**config.mk**
```make
export PLATFORM = sky130hd
export DESIGN_NAME = mem_arbiter_flat
export DESIGN_NICKNAME = d
export VERILOG_FILES = /design/src/rtl/mem_arbiter_pkg.sv /design/src/rtl/mem_arbiter_if.sv /design/src/rtl/mem_arbiter_reg.sv /design/src/rtl/mem_arbiter.sv /design/src/flat_wrapper.sv
export SDC_FILE = /design/constraint.sdc
export NUM_CORES = 1
export LEC_CHECK = 0
export ABC_AREA = 1
export CORE_MARGIN = 2
export CORE_UTILIZATION = 38
export CTS_BUF_LIST = sky130_fd_sc_hd__clkbuf_16
export DETAILED_ROUTE_END_ITERATION = 10
export PLACE_DENSITY = 0.91
export SYNTH_ARGS = -nofsm -noshare
export SYNTH_HDL_FRONTEND = slang
export SYNTH_SLANG_ARGS = --single-unit
```
**constraint.sdc**
```tcl
create_clock -name clk -period 2.4 [get_ports clk]
set_input_delay 0.36 -clock clk [delete_from_list [all_inputs] [get_ports clk]]
set_output_delay 0.36 -clock clk [all_outputs]
set_load 0.01 [all_outputs]
```
**src/rtl/mem_arbiter_pkg.sv**
```systemverilog
// mem_arbiter_pkg
// Shared types for the LC-3b two-port memory arbiter: FSM state, port
// identifiers, memory operation and the latched request word.
// No ports (package).

package mem_arbiter_pkg;

  // The latched request word is fixed at the LC-3b bus widths.
  localparam int MEM_ADDR_W = 16;
  localparam int MEM_DATA_W = 16;

  typedef enum logic [1:0] {
    ARB_IDLE,
    ARB_SERVE_A,
    ARB_SERVE_B
  } arb_state_t;

  typedef enum logic {
    PORT_A,
    PORT_B
  } arb_port_t;

  typedef enum logic {
    OP_READ,
    OP_WRITE
  } mem_op_t;

  typedef struct packed {
    mem_op_t                 op;
    logic [1:0]              wmask;
    logic [MEM_ADDR_W-1:0]   address;
    logic [MEM_DATA_W-1:0]   wdata;
  } lc3b_mem_req;

  // Round-robin helper: the port that did not win last time.
  function automatic arb_port_t other_port(input arb_port_t p);
    return (p == PORT_A) ? PORT_B : PORT_A;
  endfunction

endpackage

```
**src/rtl/mem_arbiter_if.sv**
```systemverilog
// mem_arbiter_if
// Bundles the fetch port (A), the MEM-stage data port (B) and the physical
// memory port into one interface.
//   modport slave  : arbiter view (drives resp/rdata back to the requesters
//                    and the pmem_* strobes/address/data out to memory)
//   modport master : environment view (requesters plus physical memory)
// Parameters: ADDR_W address width, DATA_W data width.

interface mem_arbiter_if #(
  parameter int ADDR_W = 16,
  parameter int DATA_W = 16
);

  // fetch port
  logic              read_a;
  logic [ADDR_W-1:0] address_a;
  logic              resp_a;
  logic [DATA_W-1:0] rdata_a;

  // data port
  logic              read_b;
  logic              write_b;
  logic [1:0]        wmask_b;
  logic [ADDR_W-1:0] address_b;
  logic [DATA_W-1:0] wdata_b;
  logic              resp_b;
  logic [DATA_W-1:0] rdata_b;

  // physical memory
  logic              pmem_read;
  logic              pmem_write;
  logic [1:0]        pmem_wmask;
  logic [ADDR_W-1:0] pmem_address;
  logic [DATA_W-1:0] pmem_wdata;
  logic              pmem_resp;
  logic [DATA_W-1:0] pmem_rdata;

  modport slave (
    input  read_a, address_a,
    output resp_a, rdata_a,
    input  read_b, write_b, wmask_b, address_b, wdata_b,
    output resp_b, rdata_b,
    output pmem_read, pmem_write, pmem_wmask, pmem_address, pmem_wdata,
    input  pmem_resp, pmem_rdata
  );

  modport master (
    output read_a, address_a,
    input  resp_a, rdata_a,
    output read_b, write_b, wmask_b, address_b, wdata_b,
    input  resp_b, rdata_b,
    input  pmem_read, pmem_write, pmem_wmask, pmem_address, pmem_wdata,
    output pmem_resp, pmem_rdata
  );

endinterface

```
**src/rtl/mem_arbiter_reg.sv**
```systemverilog
// mem_arbiter_reg
// Generic load-enabled register with asynchronous active-low clear.
// Ports:
//   clk      in   clock, rising edge
//   reset_n  in   asynchronous active-low clear
//   load     in   capture d on the next rising edge
//   d        in   WIDTH-bit data in
//   q        out  WIDTH-bit registered data

module mem_arbiter_reg #(
  parameter int WIDTH = 1
) (
  input  logic             clk,
  input  logic             reset_n,
  input  logic             load,
  input  logic [WIDTH-1:0] d,
  output logic [WIDTH-1:0] q
);

  always_ff @(posedge clk or negedge reset_n) begin
    if (!reset_n) begin
      q <= '0;
    end else if (load) begin
      q <= d;
    end
  end

endmodule

```
**src/rtl/mem_arbiter.sv**
```systemverilog
// mem_arbiter
// Shares one physical memory between the instruction-fetch port (A) and the
// data-access port (B). Grants are round-robin under contention, the winning
// request is latched and held on pmem_* until pmem_resp, and the response is
// routed combinationally back to the granted port.
// Ports:
//   clk      in   system clock, rising edge
//   reset_n  in   asynchronous active-low reset
//   bus      slave modport of mem_arbiter_if (ports A, B and pmem)
//
// state        | meaning
// -------------+-----------------------------------------------
// ARB_IDLE     | nothing driven to pmem, waiting for a request
// ARB_SERVE_A  | fetch transaction outstanding on pmem
// ARB_SERVE_B  | data transaction outstanding on pmem

module mem_arbiter
  import mem_arbiter_pkg::*;
#(
  parameter int ADDR_W = 16,
  parameter int DATA_W = 16
) (
  input logic          clk,
  input logic          reset_n,
  mem_arbiter_if.slave bus
);

  arb_state_t  state_q, state_d;
  arb_port_t   last_grant_q, last_grant_d;
  lc3b_mem_req req_q, req_d;
  logic        req_a, req_b;
  logic        req_load;
  logic        busy;

  assign req_a = bus.read_a;
  assign req_b = bus.read_b | bus.write_b;

  always_ff @(posedge clk or negedge reset_n) begin
    if (!reset_n) begin
      state_q      <= ARB_IDLE;
      last_grant_q <= PORT_B;   // first contested grant goes to A
    end else begin
      state_q      <= state_d;
      last_grant_q <= last_grant_d;
    end
  end

  always_comb begin
    state_d      = state_q;
    last_grant_d = last_grant_q;
    case (state_q)
      ARB_IDLE: begin
        if (req_a && req_b) begin
          last_grant_d = other_port(last_grant_q);
          state_d      = (last_grant_d == PORT_A) ? ARB_SERVE_A : ARB_SERVE_B;
        end else if (req_a) begin
          last_grant_d = PORT_A;
          state_d      = ARB_SERVE_A;
        end else if (req_b) begin
          last_grant_d = PORT_B;
          state_d      = ARB_SERVE_B;
        end
      end
      ARB_SERVE_A,
      ARB_SERVE_B: begin
        // Dropped requests do not abort; only pmem_resp ends a transaction.
        if (bus.pmem_resp) begin
          state_d = ARB_IDLE;
        end
      end
      default: state_d = ARB_IDLE;
    endcase
  end

  // Request word for the winner. Fetches are always full-word reads with no
  // store data; a data request with both strobes set is treated as a write.
  always_comb begin
    req_d = '0;
    if (state_d == ARB_SERVE_A) begin
      req_d.op      = OP_READ;
      req_d.wmask   = 2'b11;
      req_d.address = bus.address_a;
      req_d.wdata   = '0;
    end else begin
      req_d.op      = bus.write_b ? OP_WRITE : OP_READ;
      req_d.wmask   = bus.wmask_b;
      req_d.address = bus.address_b;
      req_d.wdata   = bus.wdata_b;
    end
  end

  assign req_load = (state_q == ARB_IDLE) && (state_d != ARB_IDLE);

  mem_arbiter_reg #(
    .WIDTH($bits(lc3b_mem_req))
  ) u_req_reg (
    .clk     (clk),
    .reset_n (reset_n),
    .load    (req_load),
    .d       (req_d),
    .q       (req_q)
  );

  // All pmem outputs are decoded from flops only, so they hold steady for the
  // whole SERVE state and collapse the instant reset is asserted.
  assign busy             = (state_q != ARB_IDLE);
  assign bus.pmem_read    = busy && (req_q.op == OP_READ);
  assign bus.pmem_write   = busy && (req_q.op == OP_WRITE);
  assign bus.pmem_wmask   = busy ? req_q.wmask   : 2'b00;
  assign bus.pmem_address = busy ? req_q.address : {ADDR_W{1'b0}};
  assign bus.pmem_wdata   = busy ? req_q.wdata   : {DATA_W{1'b0}};

  assign bus.resp_a  = (state_q == ARB_SERVE_A) && bus.pmem_resp;
  assign bus.resp_b  = (state_q == ARB_SERVE_B) && bus.pmem_resp;
  assign bus.rdata_a = bus.resp_a ? bus.pmem_rdata : {DATA_W{1'b0}};
  assign bus.rdata_b = bus.resp_b ? bus.pmem_rdata : {DATA_W{1'b0}};

endmodule

```
**src/flat_wrapper.sv**
```systemverilog
// flat-port wrapper written by rule: the top's interface ports become plain ports
module mem_arbiter_flat import mem_arbiter_pkg::*;
#(
  parameter int ADDR_W = 16,
  parameter int DATA_W = 16
)
  (clk, reset_n, bus_read_a, bus_address_a, bus_resp_a, bus_rdata_a, bus_read_b, bus_write_b, bus_wmask_b, bus_address_b, bus_wdata_b, bus_resp_b, bus_rdata_b, bus_pmem_read, bus_pmem_write, bus_pmem_wmask, bus_pmem_address, bus_pmem_wdata, bus_pmem_resp, bus_pmem_rdata);
  mem_arbiter_if #(.ADDR_W(ADDR_W), .DATA_W(DATA_W)) bus_i ();
  input logic clk;
  input logic reset_n;
  input wire logic [$bits(bus_i.read_a)-1:0] bus_read_a;
  input wire logic [$bits(bus_i.address_a)-1:0] bus_address_a;
  output wire logic [$bits(bus_i.resp_a)-1:0] bus_resp_a;
  output wire logic [$bits(bus_i.rdata_a)-1:0] bus_rdata_a;
  input wire logic [$bits(bus_i.read_b)-1:0] bus_read_b;
  input wire logic [$bits(bus_i.write_b)-1:0] bus_write_b;
  input wire logic [$bits(bus_i.wmask_b)-1:0] bus_wmask_b;
  input wire logic [$bits(bus_i.address_b)-1:0] bus_address_b;
  input wire logic [$bits(bus_i.wdata_b)-1:0] bus_wdata_b;
  output wire logic [$bits(bus_i.resp_b)-1:0] bus_resp_b;
  output wire logic [$bits(bus_i.rdata_b)-1:0] bus_rdata_b;
  output wire logic [$bits(bus_i.pmem_read)-1:0] bus_pmem_read;
  output wire logic [$bits(bus_i.pmem_write)-1:0] bus_pmem_write;
  output wire logic [$bits(bus_i.pmem_wmask)-1:0] bus_pmem_wmask;
  output wire logic [$bits(bus_i.pmem_address)-1:0] bus_pmem_address;
  output wire logic [$bits(bus_i.pmem_wdata)-1:0] bus_pmem_wdata;
  input wire logic [$bits(bus_i.pmem_resp)-1:0] bus_pmem_resp;
  input wire logic [$bits(bus_i.pmem_rdata)-1:0] bus_pmem_rdata;
  assign bus_i.read_a = bus_read_a;
  assign bus_i.address_a = bus_address_a;
  assign bus_resp_a = bus_i.resp_a;
  assign bus_rdata_a = bus_i.rdata_a;
  assign bus_i.read_b = bus_read_b;
  assign bus_i.write_b = bus_write_b;
  assign bus_i.wmask_b = bus_wmask_b;
  assign bus_i.address_b = bus_address_b;
  assign bus_i.wdata_b = bus_wdata_b;
  assign bus_resp_b = bus_i.resp_b;
  assign bus_rdata_b = bus_i.rdata_b;
  assign bus_pmem_read = bus_i.pmem_read;
  assign bus_pmem_write = bus_i.pmem_write;
  assign bus_pmem_wmask = bus_i.pmem_wmask;
  assign bus_pmem_address = bus_i.pmem_address;
  assign bus_pmem_wdata = bus_i.pmem_wdata;
  assign bus_i.pmem_resp = bus_pmem_resp;
  assign bus_i.pmem_rdata = bus_pmem_rdata;
  mem_arbiter #(.ADDR_W(ADDR_W), .DATA_W(DATA_W)) u_core (.clk(clk), .reset_n(reset_n), .bus(bus_i));
endmodule
```
==> impl_results.md, run 1 <==
- Total wire length: 7310 um
- Crit-path max FO: 20
- Vias in the first global route: 2687
- Post-Synth Adder-Cell Area: 0.0205
- Top post-synthesis cells by area: dfrtp_1, nand2_1, inv_1
- Synth Net Count: 463
- Vias: 2776
- Commonest cells post-synth: nand2_1, inv_1, nor2_1
- Clk sinks: 38
- Non-Filler Instances: 607
- Syn. warnings: 0
- Layout area overhead: 71.5%
- Hpwl dp: 5510 um
- # rows: 29
- Worst setup SP type: flip-flop
- Sw frac: 0.409
- Synth Area in Compound Gates: 0.0957
- Top-level I/O count: 142
- Slew @ Worst Pin: 0.819 ns
- Worst rel slew slack: 0.454
- Setup Total Neg Slack: 0 ns
- Via-to-Cell Ratio: 4.57
- Max-cap violations: 0
- GRT Util Overall: 0.201
- Top-count cell post-synth: nand2_1
- Drt drc: 0
- Drt initial violations: 142
- Simple-Gate Fraction of Synth Area: 0.335
- Post-synth EDFFs: 0
- #FFs+latches synth: 38
- Worst Setup End Kind: output port
- Power density cells: 1170 nW/um^2
- Slew Limit Fails: 0
- Clk pwr share: 0.172
- Synth async-reset ratio: 1.00
- Critical path required time: 2.04 ns
- Dominant cell type by area after synthesis: dfrtp_1
- Antenna Cells: 0
- Area of the core: 6280 um^2
- Routed WL per cell: 12.0 um
- First-pass GRT wire length: 11800 um
- Htree depth: 2
- CTS Buffer Depth: 2
- ANT nets after route: 0
- Sequential share of power: 0.234
- Post-synth top area share: 0.379
- Synth Area per Inst: 6.32 um^2
- Internal power: 2900 uW
- Synthesized instance count: 387
- Drt first pass iters: 4
- CTS root buffer: clkbuf_16
- Seq/Total Area, Yosys: 0.389
- Die width: 84.2 um
- Post-CTS Setup Bufs: 0
- Final Cycle Share: 0.942
- Post-Route Skew: 0.00296 ns
- Status: completed
- Psw: 2010 uW
- Largest net degree at the start of global routing: 42
- VDD IR max: 722 uV
- Cell area after synthesis: 2440 um^2
- Critical path class: flip-flop to output port
- Post-CTS Hold Buffers: 0
- Most common flop cell mapped by yosys: dfrtp_1
- Final hold viol count: 0
- Distinct cells, synth: 18
- Layout cells sized above 1: 0.0547
- Critical path arrival: 1.90 ns
- Later-pin clock latency in the skew report: 0.27 ns
- Die H: 84.2 um
- GPL Wtd Cong: 0.787
- Leak: 0.00216 uW
- F_max: 442 MHz
- Worst-path clk slew: 0.06 ns
- Main combinational cell family by area after synthesis: simple AND/OR/NAND/NOR gates
- Synth Area in XOR/XNOR: 0
- DIE AREA: 7090 um^2
- Starting Density: 0.389
- Total gr overflow: 0
- Final setup vio count: 0
- RSZ-0062 raised after global routing: no
- Comb power frac: 0.594
- Layout Nets: 605
- Fin crit period: 2.26 ns
- HP Class: input port to asynchronous set/reset pin
- Post-synthesis mux area share: 0
- Antenna violations before repair: 0
- CTS tree: built
- PortBufs: 141
- Total CTS buffers: 5
- # placed instances: 598
area by class of cell:
class	instances	area, um^2
Fill cell	504	2080
Timing Repair Buffer	152	1530
Multi-Input combinational cell	251	1110
Sequential cell	38	952
Inverter	81	307
Clock buffer	5	125
Tap cell	77	96.3
Clock inverter	3	68.8
final timing paths:
kind,from,end,slack (ns),cells after the start
worst max register to register,u_core.state_q[0]$_DFF_PN0_,u_core.u_req_reg.q[2]$_DFFE_PN0P_,0.24,15
max in group asynchronous,reset_n,u_core.u_req_reg.q[7]$_DFFE_PN0P_,1.70,1
worst max-delay path,u_core.state_q[0]$_DFF_PN0_,bus_pmem_address[8],0.14,5
worst min-delay path,reset_n,u_core.u_req_reg.q[13]$_DFFE_PN0P_,0.18,1
min in group clk,u_core.u_req_reg.q[22]$_DFFE_PN0P_,u_core.u_req_reg.q[22]$_DFFE_PN0P_,0.48,2
worst min register to register,u_core.u_req_reg.q[22]$_DFFE_PN0P_,u_core.u_req_reg.q[22]$_DFFE_PN0P_,0.48,2
sequential cells by signal (all words and copies together), names as in the netlist:
signal               flops
u_core.last_grant_q      1
u_core.u_req_reg.q      35
u_core.state_q           2
per-stage QoR:
stage / instance area, um^2 / power [uW] / hold WS [ns] / util / setup slack, ns
after floorplan: 2440 / 2730 / 0.0644 / - / 0.634
after detailed placement: 3960 / 3990 / 0.465 / 0.631 / 0.0328
after CTS: 4160 / 4870 / 0.210 / 0.662 / 0.119
final: 4190 / 4910 / 0.178 / 0.668 / 0.138
after global placement: 3960 / 3890 / 0.464 / 0.631 / 0.148
after global routing: 4190 / 5340 / 0.258 / 0.668 / 0.0172
kinds of logic after synthesis:
logic type / after synthesis
compound gates: 38
fa+ha+maj: 4
buf+inv: 98
flops: 38
simple gates: 209
cell usage in the layout, fill, tap and decap left out, drive strengths merged:
cell           synthesis  layout
a21oi                  1       1
nand2                116     116
dfrtp                 37      37
o21bai                16      16
o21ai                 21      21
clkinv                 0       1
nand3                 21      21
nor2                  72      72
inv                   81      81
dfstp                  1       1
ha                     4       4
bufinv                 0       2
buf                    8      11
clkdlybuf4s50          0     140
clkbuf                 9       6
worst max-delay path: stages (launching register included):
cell	delay [ns]
dfrtp_1	0.42
inv_1	0.10
ha_2	0.24
clkbuf_16	0.20
nor2_1	0.11
clkdlybuf4s50_1	0.55
power groups by stage:
stage | Combinational, uW | Clock (uW) | Sequential, uW
2_1_floorplan | 1630 | 0 | 1100
3_3_place_gp | 2760 | 0 | 1130
3_5_place_dp | 2840 | 0 | 1150
4_1_cts | 2860 | 866 | 1140
5_1_grt | 3260 | 892 | 1190
6_report | 2920 | 844 | 1150
what timing repair did:
item	CTS	global route
gates resized for setup	1	5
endpoints found under the setup margin	4	2
gates cloned	0	1
routing by layer:
layer,wire [um],global-route usage,vias to the layer above
met5,0,0,-
met4,76,0.0381,0
met3,525,0.0452,8
met2,3710,0.364,108
met1,2990,0.245,1251
li1,-,-,1409
(Power assumes the default switching activity.)
==> run 2: changes to the inputs <==
Settings changed: PLACE_DENSITY 0.91 to 0.8, SKIP_LAST_GASP set to 1.
==> run 2 against run 1 <==
Against the previous run: cell count rose by 0.33%; fmax is 1.4% lower; clock power shrank 27%; register-to-register slack barely moved; non-clock buffer count rose by 2; global-route usage barely moved; sequential cell count unchanged.
==> impl_results.md, run 2 (synthesis results as in run 1) <==
- Status: completed
- GRT Util Overall: 0.200
- Post-CTS Hold Buffers: 0
- # placed instances: 600
- Antenna Cells: 0
- Via-to-Cell Ratio: 4.54
- Non-Filler Instances: 609
- Internal power: 2730 uW
- Drt drc: 0
- Total wire length: 7180 um
- DIE AREA: 7090 um^2
- Dpl cell area: 4000 um^2
- First-pass GRT wire length: 11700 um
- Worst rel slew slack: 0.441
- Final Cycle Share: 0.956
- Clk pwr share: 0.130
- Top-level I/O count: 142
- Worst setup SP type: flip-flop
- Layout cells sized above 1: 0.0545
- F_max: 436 MHz
- Critical path arrival: 1.93 ns
- Critical path class: flip-flop to output port
- Largest Register: u_core.u_req_reg.q
- Final setup vio count: 0
- Setup Total Neg Slack: 0 ns
- Met3 WL: 437 um
- ANT nets after route: 0
- Max reg flops: 35
- Hold slack final: 0.182 ns
- Routed WL per cell: 11.8 um
- Final Cell Area: 4160 um^2
- GPL Wtd Cong: 0.759
- Post-layout power: 4730 uW
- Area of the core: 6280 um^2
- Crit-path max FO: 33
- Worst path max stage delay: 0.55 ns
- # rows: 29
- Sequential share of power: 0.241
- Highest metal used: met4
- Metal2 WL: 3570 um
- CTS tree: built
- Htree depth: 2
- Drt first pass iters: 4
- Hpwl dp: 5520 um
- Antenna violations before repair: 0
- VDD IR max: 689 uV
- Worst-path clk slew: 0.06 ns
- Wl on met1: 3060 um
- Sw frac: 0.423
- Fin crit period: 2.29 ns
- CTS Buffer Depth: 2
- RSZ-0062 raised after global routing: no
- Worst path slowest cell: clkdlybuf4s50_1
- Worst path cell trace: inv_1, ha_1, buf_12, nor2_1, clkdlybuf4s50_1
- CTS root buffer: clkbuf_16
- PortBufs: 141
- Psw: 2000 uW
- Worst Setup End Kind: output port
- Slew Limit Fails: 0
- Vias in the first global route: 2558
- Total CTS buffers: 5
- Starting Density: 0.389
- Die width: 84.2 um
- Later-pin clock latency in the skew report: 0.27 ns
- Power density cells: 1140 nW/um^2
- Critical path required time: 2.04 ns
- Final hold viol count: 0
- Die H: 84.2 um
- Most common cell after layout, fill and taps aside: clkdlybuf4s50_1
- HP Class: input port to asynchronous set/reset pin
- Layout area overhead: 70.1%
- Total gr overflow: 0
- Post-Route Skew: 0.00190 ns
- Most frequent cells in the layout: clkdlybuf4s50_1, nand2_1, inv_1
- Vias: 2766
- Drt initial violations: 84
- Clk sinks: 38
- Comb power frac: 0.629
- Slew @ Worst Pin: 0.839 ns
- Max-cap violations: 0
- Slack of the worst reg-to-reg path: 0.24 ns
- Leak: 0.00215 uW
- Regs by FF count: u_core.u_req_reg.q x35, u_core.state_q x2, u_core.last_grant_q x1
- Largest net degree at the start of global routing: 39
- Layout Nets: 607
[run 2: cell count changes in the layout (fill, tap and decap cells not counted), sizes merged]
cell / delta
buf: +3
bufinv: -2
clkbuf: -1
clkinv: +1
inv: +1
[run 2: worst paths after layout]
check,startpoint,end,cells after the start
max,u_core.state_q[0]$_DFF_PN0_,bus_pmem_wdata[10],5
max in group asynchronous,reset_n,u_core.u_req_reg.q[25]$_DFFE_PN0P_,1
min in group clk,u_core.u_req_reg.q[29]$_DFFE_PN0P_,u_core.u_req_reg.q[29]$_DFFE_PN0P_,2
min,reset_n,u_core.u_req_reg.q[11]$_DFFE_PN0P_,1
min reg2reg,u_core.u_req_reg.q[29]$_DFFE_PN0P_,u_core.u_req_reg.q[29]$_DFFE_PN0P_,2
max reg2reg,u_core.state_q[0]$_DFF_PN0_,u_core.u_req_reg.q[8]$_DFFE_PN0P_,12
[run 2: area by class of cell]
| type | instances | area [um^2] |
|---|---|---|
| Sequential cell | 38 | 952 |
| Multi-Input combinational cell | 251 | 1110 |
| Inverter | 81 | 307 |
| Clock inverter | 3 | 12.5 |
| Timing Repair Buffer | 154 | 1550 |
| Tap cell | 77 | 96.3 |
| Fill cell | 561 | 2120 |
| Clock buffer | 5 | 125 |
[run 2: per-layer routing]
layer | global-route usage | vias to the layer above
met2 | 0.359 | 94
met1 | 0.247 | 1249
met5 | 0 | -
met3 | 0.0393 | 8
met4 | 0.0528 | 0
li1 | - | 1415
[run 2: per-stage QoR]
| step | utilization | setup slack (ns) |
|---|---|---|
| floorplan | - | 0.634 |
| global placement | 0.637 | 0.150 |
| detailed placement | 0.637 | 0.0586 |
| CTS | 0.659 | 0.0330 |
| global route | 0.663 | 0.00206 |
| finish | 0.663 | 0.105 |
[run 2: what timing repair did]
item                                    4_1_cts  5_1_grt
setup buffers                                 0        1
endpoints found under the setup margin        0       36
gates resized for setup                       0        5
[run 2: critical path, delay by kind of cell, from the launching register on]
family                     cells  cell delay (ns)
adders and majority gates      1             0.25
buffers and inverters          3             0.83
DFF                            1             0.41
and+or+nand+nor                1             0.15
[run 2: power by group through the flow]
stage	sequential, uW	combinational (uW)	clock, uW
floorplan	1100	1630	0
global placement	1130	2890	0
detailed placement	1150	2960	0
CTS	1140	2980	620
global route	1180	3320	650
finish	1140	2970	613
==> run 3: changes to the inputs <==
Settings changed: SETUP_SLACK_MARGIN set to 0.3.
==> run 3 against run 2 <==
Against the previous run: combinational power shrank 4%; via count shrank 0.29%; wire length grew 2.3%; clock skew grew 0.0026 ns; sequential share of layout area shrank 0.082 points; register-to-register slack gained 0.21 ns; die area is the same; non-clock buffer count grew 1; utilization grew 0.24 points; critical path type is now flip-flop to flip-flop; critical endpoint is now u_core.u_req_reg.q[6]$_DFFE_PN0P_; largest power group unchanged.
==> impl_results.md, run 3 (synthesis results as in run 1) <==
- Via-to-Cell Ratio: 4.52
- Psw: 2040 uW
- Layout area overhead: 70.7%
- Slew Limit Fails: 0
- Non-Filler Instances: 610
- PortBufs: 141
- Clk pwr share: 0.133
- Die width: 84.2 um
- # placed instances: 600
- Comb power frac: 0.619
- CTS tree: built
- Power density cells: 1100 nW/um^2
- # rows: 29
- Regs by FF count: u_core.u_req_reg.q x35, u_core.state_q x2, u_core.last_grant_q x1
- Sw frac: 0.444
- Post-Route Skew: 0.00447 ns
- Worst path cell trace: inv_2, ha_4, buf_4, nand2_1, nand2_1, nand2_1, nand2_1, nand2_4, nand2_2, nand2_8, buf_12, o21ai_0
- Layout cells sized above 1: 0.0657
- Clk sinks: 38
- Leak: 0.00266 uW
- Slew @ Worst Pin: 0.843 ns
- Final hold viol count: 0
- RSZ-0062 raised after global routing: no
- Die H: 84.2 um
- Routed WL per cell: 12.0 um
- GPL Wtd Cong: 0.759
- GRT Util Overall: 0.202
- CP Buf/Inv Count: 3
- Setup Total Neg Slack: 0 ns
- Max reg flops: 35
- Critical path arrival: 2.14 ns
- Final Cell Area: 4170 um^2
- F_max: 512 MHz
- Most common cell after layout, fill and taps aside: nand2_1
- Worst setup SP type: flip-flop
- Vias in the first global route: 2566
- Post-route core utilization: 0.665
- Worst Setup End Kind: flip-flop
- Metal2 WL: 3720 um
- Wl on met1: 3100 um
- ANT nets after route: 0
- Top-level I/O count: 142
- Final worst setup slack: 0.448 ns
- Max-cap violations: 0
- Vias: 2758
- Drt initial violations: 117
- Htree depth: 2
- Starting Density: 0.389
- Final setup vio count: 0
- Most frequent cells in the layout: nand2_1, inv_1, nor2_1
- Largest net degree at the start of global routing: 39
- Worst rel slew slack: 0.438
- Drt first pass iters: 4
- Worst path slowest cell: dfrtp_1
- First-pass GRT wire length: 11800 um
- Final Cycle Share: 0.813
- DIE AREA: 7090 um^2
- Critical path required time: 2.59 ns
- Highest metal used: met4
- Internal power: 2550 uW
- Fin crit period: 1.95 ns
- Layout Nets: 608
- Worst path max stage delay: 0.41 ns
- CTS Buffer Depth: 2
- Hpwl dp: 5520 um
- Dpl cell area: 4000 um^2
- CTS root buffer: clkbuf_16
- Worst-path clk slew: 0.06 ns
- Total CTS buffers: 5
- Sequential share of power: 0.248
- Later-pin clock latency in the skew report: 0.28 ns
- Most frequent CP cell: nand2_1
- Antenna Cells: 0
- Critical path class: flip-flop to flip-flop
- Drt drc: 0
- Post-CTS Hold Buffers: 0
- Area of the core: 6280 um^2
- Antenna violations before repair: 0
- Status: completed
- Crit-path max FO: 25
- Met3 WL: 422 um
- HP Class: input port to asynchronous set/reset pin
- VDD IR max: 638 uV
- Total wire length: 7350 um
- Largest delay share family, worst path: simple AND/OR/NAND/NOR gates
- Total gr overflow: 0
- Largest Register: u_core.u_req_reg.q
- Pre-CTS setup slack: 0.0586 ns
-- run 3: path summary, 6_finish.rpt --
path	startpoint	to	slack, ns	cells after the start
worst max register to register	u_core.state_q[1]$_DFF_PN0_	u_core.u_req_reg.q[6]$_DFFE_PN0P_	0.45	12
worst min-delay path	reset_n	u_core.u_req_reg.q[12]$_DFFE_PN0P_	0.19	1
max in group asynchronous	reset_n	u_core.u_req_reg.q[31]$_DFFE_PN0P_	1.68	1
worst max-delay path	u_core.state_q[1]$_DFF_PN0_	u_core.u_req_reg.q[6]$_DFFE_PN0P_	0.45	12
worst min register to register	u_core.u_req_reg.q[19]$_DFFE_PN0P_	u_core.u_req_reg.q[19]$_DFFE_PN0P_	0.48	2
min in group clk	u_core.u_req_reg.q[19]$_DFFE_PN0P_	u_core.u_req_reg.q[19]$_DFFE_PN0P_	0.48	2
-- run 3: stage by stage --
stage	power (uW)	hold slack, ns
4_1_cts	4580	0.215
5_1_grt	5010	0.251
3_5_place_dp	4110	0.466
3_3_place_gp	4020	0.462
2_1_floorplan	2730	0.0644
6_report	4590	0.187
-- run 3: routing by layer --
metal  GRT usage  up-vias
li1            -     1418
met1       0.248     1244
met2       0.363       88
met3      0.0393        8
met4      0.0513        0
met5           0        -
-- run 3: cell type report --
cell class | instances | area, um^2
clock inverters | 3 | 12.5
flip-flops and latches | 38 | 952
inverters | 81 | 307
well taps | 77 | 96.3
repair buffers | 155 | 1530
clock buffers | 5 | 125
multi-input cells | 251 | 1150
fillers | 583 | 2100
-- run 3: power groups by stage --
stage	combinational [uW]	sequential, uW	clock [uW]
5_1_grt	3190	1170	650
3_3_place_gp	2890	1130	0
3_5_place_dp	2960	1150	0
6_report	2840	1140	612
2_1_floorplan	1630	1100	0
4_1_cts	2820	1140	620
-- run 3: repair_timing --
| action | in CTS | in global routing |
|---|---|---|
| resized for setup | 64 | 24 |
| setup endpoints to repair | 105 | 51 |
| setup buffers | 2 | 0 |
| pin swaps | 1 | 0 |
